`src/rtl/cobra_pkg.sv`:
```
// Shared types and constants for the snake game control path.
// Holds the judge FSM states, the round outcome encoding and the
// outcome decision helper used by round_outcome_judge.
package cobra_pkg;

    typedef enum logic [1:0] {
        IDLE,
        GRACE,
        ARMED,
        DECIDED
    } judge_state_e;

    typedef enum logic [1:0] {
        OUT_NONE,
        OUT_P1,
        OUT_P2,
        OUT_TIE
    } outcome_e;

    // Video frames per second; the default round timeout is one minute.
    localparam int FRAME_RATE = 60;

    // Head-on collisions and double crashes are draws; a lone crash hands
    // the round to the other snake.
    function automatic outcome_e judge_outcome(input logic s1, input logic s2, input logic hh);
        if (hh || (s1 && s2)) begin
            return OUT_TIE;
        end else if (s2) begin
            return OUT_P1;
        end else if (s1) begin
            return OUT_P2;
        end else begin
            return OUT_NONE;
        end
    endfunction

endpackage

```
`src/rtl/round_outcome_judge_if.sv`:
```
// Bus between the snake engines / game-control FSM and the round judge.
// Events on this bus are single-cycle pulses sampled on the rising clock
// edge with no valid/ready handshake: frame_tick, score_clr and the hit
// flags are accepted in the cycle they are high, play_active is a level,
// and the outcome outputs are levels held until play_active drops.
interface round_outcome_judge_if #(
    parameter int SCORE_W = 4
);
    logic               frame_tick;
    logic               play_active;
    logic               score_clr;
    logic               s1_hit;
    logic               s2_hit;
    logic               heads_hit;
    logic               player1wins;
    logic               player2wins;
    logic               tie;
    logic [SCORE_W-1:0] p1_score;
    logic [SCORE_W-1:0] p2_score;

    modport master (
        output frame_tick, play_active, score_clr, s1_hit, s2_hit, heads_hit,
        input  player1wins, player2wins, tie, p1_score, p2_score
    );

    modport slave (
        input  frame_tick, play_active, score_clr, s1_hit, s2_hit, heads_hit,
        output player1wins, player2wins, tie, p1_score, p2_score
    );
endinterface

```
`src/rtl/sat_score_counter.sv`:
```
// Saturating match score counter, one per player.
// Clear has priority over increment so a menu reset never loses to a win.
module sat_score_counter #(
    parameter int SCORE_W   = 4,
    parameter int MAX_SCORE = 9
) (
    input  logic               Clk,
    input  logic               Reset_n,
    input  logic               inc,
    input  logic               clr,
    output logic [SCORE_W-1:0] count
);

    // Count wins up to MAX_SCORE, then hold.
    always_ff @(posedge Clk or negedge Reset_n) begin
        if (!Reset_n) begin
            count <= '0;
        end else if (clr) begin
            count <= '0;
        end else if (inc && (count != SCORE_W'(MAX_SCORE))) begin
            count <= count + SCORE_W'(1);
        end
    end

endmodule

```
`src/rtl/round_outcome_judge.sv`:
```
// Round outcome judge: watches collision flags during play, decides the
// round once per video frame and keeps per-player match scores.
// Optional feature macro: ROUND_TIMEOUT_EN -- when defined, a round with
// no hits for TIMEOUT_FRAMES armed frames is declared a tie.
module round_outcome_judge
    import cobra_pkg::*;
#(
    parameter int GRACE_FRAMES   = 3,
    parameter int MAX_SCORE      = 9,
    parameter int SCORE_W        = 4
`ifdef ROUND_TIMEOUT_EN
    ,
    parameter int TIMEOUT_FRAMES = 60 * FRAME_RATE
`endif
) (
    input  logic                 Clk,
    input  logic                 Reset_n,
    round_outcome_judge_if.slave bus,
    output judge_state_e         state_dbg
);

    localparam int GW = (GRACE_FRAMES > 1) ? $clog2(GRACE_FRAMES + 1) : 1;
`ifdef ROUND_TIMEOUT_EN
    localparam int TW = (TIMEOUT_FRAMES > 1) ? $clog2(TIMEOUT_FRAMES + 1) : 1;
`endif

    judge_state_e       state_q, state_d;
    outcome_e           outcome_q, outcome_d;
    outcome_e           verdict;
    logic [GW-1:0]      grace_q, grace_d;
    logic               s1_l, s2_l, hh_l;
    logic               s1_d, s2_d, hh_d;
    logic               play_q;
    logic               play_rise;
    logic               inc_p1, inc_p2;
    logic [SCORE_W-1:0] p1_cnt, p2_cnt;
`ifdef ROUND_TIMEOUT_EN
    logic [TW-1:0]      frame_q, frame_d;
`endif

    assign play_rise = bus.play_active && !play_q;

    // State, grace counter, hit latches and the held outcome.
    always_ff @(posedge Clk or negedge Reset_n) begin
        if (!Reset_n) begin
            state_q   <= IDLE;
            outcome_q <= OUT_NONE;
            grace_q   <= '0;
            s1_l      <= 1'b0;
            s2_l      <= 1'b0;
            hh_l      <= 1'b0;
            play_q    <= 1'b0;
`ifdef ROUND_TIMEOUT_EN
            frame_q   <= '0;
`endif
        end else begin
            state_q   <= state_d;
            outcome_q <= outcome_d;
            grace_q   <= grace_d;
            s1_l      <= s1_d;
            s2_l      <= s2_d;
            hh_l      <= hh_d;
            play_q    <= bus.play_active;
`ifdef ROUND_TIMEOUT_EN
            frame_q   <= frame_d;
`endif
        end
    end

    // Next state, latch updates and per-frame evaluation. Latches only
    // accumulate in ARMED between ticks; a hit on the tick cycle itself is
    // folded straight into that tick's verdict.
    always_comb begin
        state_d   = state_q;
        outcome_d = outcome_q;
        grace_d   = grace_q;
        s1_d      = 1'b0;
        s2_d      = 1'b0;
        hh_d      = 1'b0;
        inc_p1    = 1'b0;
        inc_p2    = 1'b0;
        verdict   = OUT_NONE;
`ifdef ROUND_TIMEOUT_EN
        frame_d   = frame_q;
`endif
        case (state_q)
            IDLE: begin
                outcome_d = OUT_NONE;
                if (play_rise) begin
                    grace_d = GW'(GRACE_FRAMES);
                    if (GRACE_FRAMES == 0) begin
                        state_d = ARMED;
`ifdef ROUND_TIMEOUT_EN
                        frame_d = '0;
`endif
                    end else begin
                        state_d = GRACE;
                    end
                end
            end
            GRACE: begin
                if (!bus.play_active) begin
                    state_d = IDLE;
                end else if (bus.frame_tick) begin
                    if (grace_q <= GW'(1)) begin
                        grace_d = '0;
                        state_d = ARMED;
`ifdef ROUND_TIMEOUT_EN
                        frame_d = '0;
`endif
                    end else begin
                        grace_d = grace_q - GW'(1);
                    end
                end
            end
            ARMED: begin
                if (!bus.play_active) begin
                    state_d = IDLE;
                end else if (bus.frame_tick) begin
                    verdict = judge_outcome(s1_l || bus.s1_hit,
                                            s2_l || bus.s2_hit,
                                            hh_l || bus.heads_hit);
`ifdef ROUND_TIMEOUT_EN
                    // A real hit on the final frame outranks the timeout draw.
                    if ((verdict == OUT_NONE) && (frame_q == TW'(TIMEOUT_FRAMES - 1))) begin
                        verdict = OUT_TIE;
                    end
                    frame_d = frame_q + TW'(1);
`endif
                    if (verdict != OUT_NONE) begin
                        state_d   = DECIDED;
                        outcome_d = verdict;
                        inc_p1    = (verdict == OUT_P1);
                        inc_p2    = (verdict == OUT_P2);
                    end
                end else begin
                    s1_d = s1_l || bus.s1_hit;
                    s2_d = s2_l || bus.s2_hit;
                    hh_d = hh_l || bus.heads_hit;
                end
            end
            DECIDED: begin
                if (!bus.play_active) begin
                    state_d   = IDLE;
                    outcome_d = OUT_NONE;
                end
            end
            default: begin
                state_d   = IDLE;
                outcome_d = OUT_NONE;
            end
        endcase
    end

    sat_score_counter #(
        .SCORE_W   (SCORE_W),
        .MAX_SCORE (MAX_SCORE)
    ) u_p1_score (
        .Clk     (Clk),
        .Reset_n (Reset_n),
        .inc     (inc_p1),
        .clr     (bus.score_clr),
        .count   (p1_cnt)
    );

    sat_score_counter #(
        .SCORE_W   (SCORE_W),
        .MAX_SCORE (MAX_SCORE)
    ) u_p2_score (
        .Clk     (Clk),
        .Reset_n (Reset_n),
        .inc     (inc_p2),
        .clr     (bus.score_clr),
        .count   (p2_cnt)
    );

    // The outcome register is non-NONE only in DECIDED, so the decode is
    // one-hot by construction.
    assign bus.player1wins = (outcome_q == OUT_P1);
    assign bus.player2wins = (outcome_q == OUT_P2);
    assign bus.tie         = (outcome_q == OUT_TIE);
    assign bus.p1_score    = p1_cnt;
    assign bus.p2_score    = p2_cnt;
    assign state_dbg       = state_q;

endmodule

```
`src/flat_wrapper.sv`:
```
// flat-port wrapper written by rule: the top's interface ports become plain ports
module round_outcome_judge_flat import cobra_pkg::*;
#(
    parameter int GRACE_FRAMES   = 3,
    parameter int MAX_SCORE      = 9,
    parameter int SCORE_W        = 4

)
  (Clk, Reset_n, state_dbg, bus_frame_tick, bus_play_active, bus_score_clr, bus_s1_hit, bus_s2_hit, bus_heads_hit, bus_player1wins, bus_player2wins, bus_tie, bus_p1_score, bus_p2_score);
  round_outcome_judge_if #(.SCORE_W(SCORE_W)) bus_i ();
  input  logic Clk;
  input  logic Reset_n;
  output judge_state_e state_dbg;
  input wire logic [$bits(bus_i.frame_tick)-1:0] bus_frame_tick;
  input wire logic [$bits(bus_i.play_active)-1:0] bus_play_active;
  input wire logic [$bits(bus_i.score_clr)-1:0] bus_score_clr;
  input wire logic [$bits(bus_i.s1_hit)-1:0] bus_s1_hit;
  input wire logic [$bits(bus_i.s2_hit)-1:0] bus_s2_hit;
  input wire logic [$bits(bus_i.heads_hit)-1:0] bus_heads_hit;
  output wire logic [$bits(bus_i.player1wins)-1:0] bus_player1wins;
  output wire logic [$bits(bus_i.player2wins)-1:0] bus_player2wins;
  output wire logic [$bits(bus_i.tie)-1:0] bus_tie;
  output wire logic [$bits(bus_i.p1_score)-1:0] bus_p1_score;
  output wire logic [$bits(bus_i.p2_score)-1:0] bus_p2_score;
  assign bus_i.frame_tick = bus_frame_tick;
  assign bus_i.play_active = bus_play_active;
  assign bus_i.score_clr = bus_score_clr;
  assign bus_i.s1_hit = bus_s1_hit;
  assign bus_i.s2_hit = bus_s2_hit;
  assign bus_i.heads_hit = bus_heads_hit;
  assign bus_player1wins = bus_i.player1wins;
  assign bus_player2wins = bus_i.player2wins;
  assign bus_tie = bus_i.tie;
  assign bus_p1_score = bus_i.p1_score;
  assign bus_p2_score = bus_i.p2_score;
  round_outcome_judge #(.GRACE_FRAMES(GRACE_FRAMES), .MAX_SCORE(MAX_SCORE), .SCORE_W(SCORE_W)) u_core (.Clk(Clk), .Reset_n(Reset_n), .bus(bus_i), .state_dbg(state_dbg));
endmodule
```
`config.mk`:
```
export PLATFORM = sky130hd
export DESIGN_NAME = round_outcome_judge_flat
export DESIGN_NICKNAME = d
export VERILOG_FILES = /design/src/rtl/cobra_pkg.sv /design/src/rtl/round_outcome_judge_if.sv /design/src/rtl/sat_score_counter.sv /design/src/rtl/round_outcome_judge.sv /design/src/flat_wrapper.sv
export SDC_FILE = /design/constraint.sdc
export NUM_CORES = 1
export LEC_CHECK = 0
export ABC_AREA = 1
export CORE_AREA = 2 2 63 65
export CTS_CLUSTER_SIZE = 40
export DETAILED_ROUTE_END_ITERATION = 16
export DIE_AREA = 0 0 65 67
export PLACE_DENSITY = 0.56
export SETUP_SLACK_MARGIN = 0.2
export SLEW_MARGIN = 20
export SYNTH_ARGS = -nofsm -noshare
export SYNTH_HDL_FRONTEND = slang
export SYNTH_SLANG_ARGS = --single-unit
```
`constraint.sdc`:
```
create_clock -name Clk -period 1.8 [get_ports Clk]
set_clock_uncertainty 0.1 [all_clocks]
set_input_delay 0.27 -clock Clk [delete_from_list [all_inputs] [get_ports Clk]]
set_output_delay 0.27 -clock Clk [all_outputs]
set_load 0.005 [all_outputs]
```
# Word-level counts from Yosys, hierarchy flattened
# Index checks and enable logic that the tools add are counted.
# W data, S select, Z words.
word_totals:
  ff_bits: 18
  latch_bits: 0
  mem_bits_rw: 0
  rom_bits: 0
  in_bits: 8
  out_inout_bits: 13
  memories: 0
classes:
  addsub: 3
  multipliers: 0
  n_div: 0
  magnitude_cmp: 1
  n_eq_ne: 21
  shift: 0
  muxes: 45
  bitwise_logic: 0
  reduce_logical: 18
op_table:
  columns: ["op", "count"]
  rows:
  - ["$mux W2", 21]
  - ["$mux W1", 17]
  - ["$mux W4", 4]
  - ["$eq A2 B2 Y1 const B", 5]
  - ["$ne A2 B2 Y1 const B", 5]
  - ["$add A4 B1 Y4 const B", 2]
  - ["$ne A4 B4 Y1 const B", 2]
  - ["$pmux W2 S4", 1]
  - ["$reduce_bool A2 Y1", 4]
  - ["$eq A2 B1 Y1 const B", 3]
  - ["$ne A3 B2 Y1 const B", 2]
  - ["$ne A3 B3 Y1 const B", 2]
  - ["$pmux W2 S3", 1]
  - ["$reduce_and A6 Y1", 1]
  - ["$reduce_and A5 Y1", 1]
  - ["$logic_and A1 B1 Y1", 4]
  - ["$logic_or A1 B1 Y1", 4]
  - ["$ne A2 B1 Y1 const B", 2]
  - ["$pmux W2 S2", 1]
  - ["$reduce_and A4 Y1", 1]
  - ["$reduce_bool A3 Y1", 1]
  - ["$le A2 B1 Y1 const B", 1]
  - ["$logic_not A2 Y1", 1]
  - ["$sub A2 B1 Y2 const B", 1]
  - ["$logic_not A1 Y1", 1]

# Logic depth before layout (Yosys ltp)
depth:
  word_depth: 15
  ltp_mapped: 9
  depth_no_buf: 9

# By module
# A second synthesis with hierarchy kept.
unflattened:
  hier_cells: 151
  area_unflattened_um2: 1124.8
by_module_without_submodules:
  columns: ["mod", "instances", "cells_per_inst", "area_per_inst_um2", "seq_area_each_um2"]
  rows:
  - ["round_outcome_judge", 1, 85, 614.3, 250.2]
  - ["sat_score_counter", 2, 33, 255.2, 100.1]

# Worst setup path after synthesis
# Ideal clock, no wire load.
synth_timing:
  path_type: "register to register"
  start: "register u_core.u_p1_score.count[0]"
  end: "register u_core.u_p1_score.count[1]"
  setup_ns: 0.074
  arrival_ns: 1.155
  required_ns: 1.626
  slack_ns: 0.471
  path_stages_with_launch: 9
  path_buffers: 0
  period_less_slack_ns: 1.329
  cell_sequence: "dfrtp_1 > ha_1 > nand2_1 > nor2_1 > nor2_1 > nand3_2 > nand2_4 > nand2_1 > o21ai_2"
synth_via:
  elab_chain_cells: 3
synth_rtl:
  columns: ["element", "line_no", "text"]
  rows:
  - ["start, declared", "sat_score_counter.sv:11", "output logic [SCORE_W-1:0] count"]
  - ["start signal, assigned", "sat_score_counter.sv:21", "count <= count + SCORE_W'(1);"]
  - ["$add A4 B1 Y4 / $ne A4 B4 Y1 (equally long branches)", "sat_score_counter.sv:21, sat_score_counter.sv:20", null]
  - ["$mux W4 / $logic_and A1 B1 Y1 (equally long branches)", "sat_score_counter.sv:20", "end else if (inc && (count != SCORE_W'(MAX_SCORE))) begin"]
  - ["$mux W4 / $reduce_bool A2 Y1 (equally long branches)", null, null]
# Several ways; a longest one is shown, not always the timed one. The select of a mux whose other input is x is not followed.
# A chain may end at the register's enable or synchronous reset.

# Worst setup path in the final report
layout_timing:
  start: "register u_core.u_p1_score.count[3]"
  end: "output port bus_p1_score[3]"
layout_lines:
  columns: ["element", "line_no", "text"]
  rows:
  - ["end, declared", "flat_wrapper.sv:23", "output wire logic [$bits(bus_i.p1_score)-1:0] bus_p1_score;"]
# No word-level cell between the ends.

==> results.md <==
- The number of antenna violations at the first check in global routing is 0.
- Across the run, the number of max-cap violations was 0.
- For this run, design rule violations remaining after detail routing come to 0.
- In this run the critical register-to-register path is launched from u_core.u_p1_score.count[0]$_DFFE_PN0P_.
- The mapped netlist covers 0.00106 mm².
- The total number of vias is 1003.
- The synthesized design contains 0 enable-type register cells.
- For the worst setup path, the data arrival time is 1.18 ns.
- Counting distinct cell types in the post-synthesis netlist gives 24.
- After synthesis the netlist holds a flip-flop and latch count of 18.
- The aggregate global-route resource usage is 0.116.
- The hold violation total from the final report was 0.
- After synthesis, the share of flip-flops with an asynchronous set or reset is 1.00.
- The worst endpoint required time is 1.43 ns.
- The cell leakage power is 0.733 nW.
- In this run the most critical hold path is launched from bus_play_active.
- Setup violations remaining at the end of the flow were counted as 0.
- In the layout the commonest cells are nand2_1 (33), nor2_1 (21), inv_1 (16), clkdlybuf4s50_1 (16), dfrtp_1 (13).
- Using the TritonRoute via totals, the vias-per-cell ratio works out to 4.56.
- The number of max-slew violations in the final report is 0.
- The cell sitting at the root of the clock tree is a clkbuf_8.
- The via count of the first global-routing pass is between 900 and 1000.
- Across all register-to-register paths, the minimum setup slack is about 0.38 ns.
- The total wirelength of the detailed-routed design is approximately 2300 µm.
- The switching power of the nets is 0.495 mW.
- The dominant synthesized flop cell is dfrtp_1.
- The die covers 0.00436 mm².
- Setup repair after global routing could not meet its margin everywhere.
- The clock tree buffer depth is 2.
- Of the total power, the share spent switching nets is 0.344.
- The logic gate share of total power is 0.405.
- The remaining max-slew budget at the tightest pin is 0.786.
- The fmax is 645 MHz.
- In the finished design, the share of the clock period the worst path needs comes to 0.861.
- For this configuration, the core starts out at a cell density of 0.294.
- In this run the worst hold path is classified as in -> reg.
- The floorplan step set the die height to ~67 µm.
- The die width is 65 µm.
- Along the worst hold path, the cell count comes to 1.
- Of the cells placed in the final design, the portion with a size suffix greater than 1 is 0.203.
- The worst setup path is of the reg -> out kind.
- The number of ports placed on the die boundary is 21.
- Entering global routing, the biggest net connects 19 pins.
- The critical path's top delay family is buffers and inverters.
- The worst path meets setup with between 0.2 and 0.25 ns of slack.
- The finished cells cover approximately 0.0015 mm².
- The clock reaches the later pin of the worst-skew pair after 0.25 ns.
- After detailed routing, the average wire length per cell comes to 10.7 µm.
- The number of antenna diodes in the final layout is 0.
- In the final design database the tool counted around 190 nets.
- The share of total power in sequential cells is 0.366.
- The post-route minimum period is 1.55 ns.
- The mean instance size in the synthesized netlist is 7.62 µm².
- The cell internal power dissipation is 0.944 mW.
- The library cell used most frequently in the layout, excluding fill and tap cells, is nand2_1.
- The number of standard cells after synthesis is 139.
- The Yosys warning count is 0.
- Relative to the synthesized area, the layout overhead comes to 37.5%.
- The H-tree level count is 1.
- The initial detailed-routing violation count is 21.
- The filler cells instantiated in the layout total roughly 380.
- The path with the worst hold slack has its endpoint at u_core.play_q$_DFF_PN0_.
- The number of cells on the worst reg-to-reg path is 8.
- The number of buffers and inverters on the critical path is 1.
- Along the worst path, the maximum fanout reaches 4.
- When the netlist entered floorplanning its net count stood at 151.
- The endpoint identified for the worst register-to-register timing path is u_core.u_p1_score.count[1]$_DFFE_PN0P_.
- The share of total power dissipated in the clock network is 0.229.
- The peak per-stage delay on the critical path is 0.52 ns.
- The first-pass detailed-route iteration total is 4.
- The count of input and output buffers is 20.
- Tracing the worst setup path back leads to its startpoint at u_core.u_p1_score.count[3]$_DFFE_PN0P_.
- The highest-delay cell along the critical path is clkdlybuf4s50_1.
- The area of the core is ~0.0036 mm².
- Once detail routing completed, the nets flagged for antenna violations numbered 0.
- The total half-perimeter wirelength after legalization and detailed placement is 1670 µm.
- The congestion estimate from routability-driven global placement came to 0.819.
- The total negative setup slack is 0 ns.
- Traced cell by cell, the critical path runs through clkdlybuf4s50_1.
- Prior to clock tree synthesis, the placed netlist has a worst setup slack of about 0.013 ns.
- At the pin with the least slew margin, the transition time is about 0.32 ns.
- The first-pass GRT wire length is 3960 µm.
- Global routing finished with a remaining overflow of 0.
- TritonCTS created 3 clock buffers.
- The fraction of the core area covered by cells at the end of the flow is 0.404.
- Power spread over the standard cell area amounts to about 990 mW/mm².
- The type of element capturing the critical path is an output pin.
- VDD sags by at most just under 0.0003 V.
- The placed cell area is approximately 0.0013 mm².
- TritonCTS built the clock tree.
- The clock-pin slew of the registers on the worst-case setup and hold paths is 0.07 ns.
- The category of the worst setup path launch point is a register.
- The number of clock sinks seen by CTS is 18.
- For this run, the register share of the synthesized area comes to 0.425.
- The run finished with clean final reports.
- In this run the core area contains 22 standard-cell rows.
## layout make-up
cell class,instances,area (µm²),area share
Multi-Input combinational cell,102,541,0.371
Timing Repair Buffer,30,278,0.191
Clock buffer,4,55.1,0.0378
Sequential cell,18,457,0.313
Inverter,18,67.6,0.0464
Tap cell,48,60.1,0.0412
## per-stage QoR
step | hold slack (ns) | instances | total power [mW]
after floorplan | -0.126 | 139 | 0.870
after global placement | 0.394 | 207 | 1.02
after detailed placement | 0.399 | 207 | 1.03
after CTS | 0.255 | 214 | 1.40
after global routing | 0.144 | 220 | 1.55
final | 0.150 | 220 | 1.44
## layer usage
layer | wire length (µm) | GRT usage | up-vias
li1 | - | - | 509
met1 | 1130 | 0.153 | 467
met2 | 1110 | 0.195 | 25
met3 | 99 | 0.0152 | 2
met4 | 12 | 0.0399 | 0
met5 | 0 | 0 | -
## cells in the mapped netlist (2+ instances only)
library cell  instances  area (µm²)
nand3_1              13        65.1
nor2_2                5        31.3
a21oi_2               2        17.5
nand2_1              33         124
o21ai_0               3        15.0
o21ai_1               2        10.0
ha_1                  4        50.1
nor2_1               21        78.8
a21oi_1               5        25.0
inv_1                16        60.1
nand4_1               4        25.0
dfrtp_1              18         450
nand2_2               2        12.5
## registers in the layout (all words and copies together) (netlist names)
signal	flops
u_core.play_q	1
u_core.grace_q	2
u_core.hh_l	1
u_core.u_p2_score.count	4
u_core.u_p1_score.count	4
u_core.state_dbg	2
u_core.outcome_q	2
u_core.s2_l	1
u_core.s1_l	1
## cells by family (layout without fill, tap and decap cells)
kind of cell	Yosys count	count (layout)	share of synthesized area
AOI/OAI and AO/OA	14	14	0.0791
xor gates and xnor gates	2	2	0.0165
and+or+nand+nor	82	82	0.358
adders and majority gates	4	4	0.0472
DFF	18	18	0.425
buffers and inverters	19	52	0.0744
## worst max-delay path by stage
stage | endpoint | slack (ns) | cells past startpoint
after floorplan | u_core.u_p1_score.count[1]$_DFFE_PN0P_ | 0.47 | 8
after global placement | u_core.u_p2_score.count[3]$_DFFE_PN0P_ | 0.02 | 8
after detailed placement | u_core.u_p2_score.count[2]$_DFFE_PN0P_ | 0.01 | 8
after CTS | state_dbg[0] | 0.17 | 1
after global routing | u_core.u_p2_score.count[2]$_DFFE_PN0P_ | 0.18 | 8
final | bus_p1_score[3] | 0.25 | 1
## power by group through the flow
stage | Combinational, mW | Clock [mW] | Sequential, mW
after floorplan | 0.326 | 0 | 0.543
after global placement | 0.444 | 0 | 0.574
after detailed placement | 0.460 | 0 | 0.575
after CTS | 0.495 | 0.342 | 0.567
after global routing | 0.652 | 0.362 | 0.537
final | 0.583 | 0.329 | 0.527
## what timing repair did
action / CTS / global route
setup buffers: 3 / 6
setup endpoints to repair: 7 / 11
hold buffers: 0 / 0
resized for setup: 6 / 5
pin swaps: 0 / 1
Power figures use the tool's default switching activity.
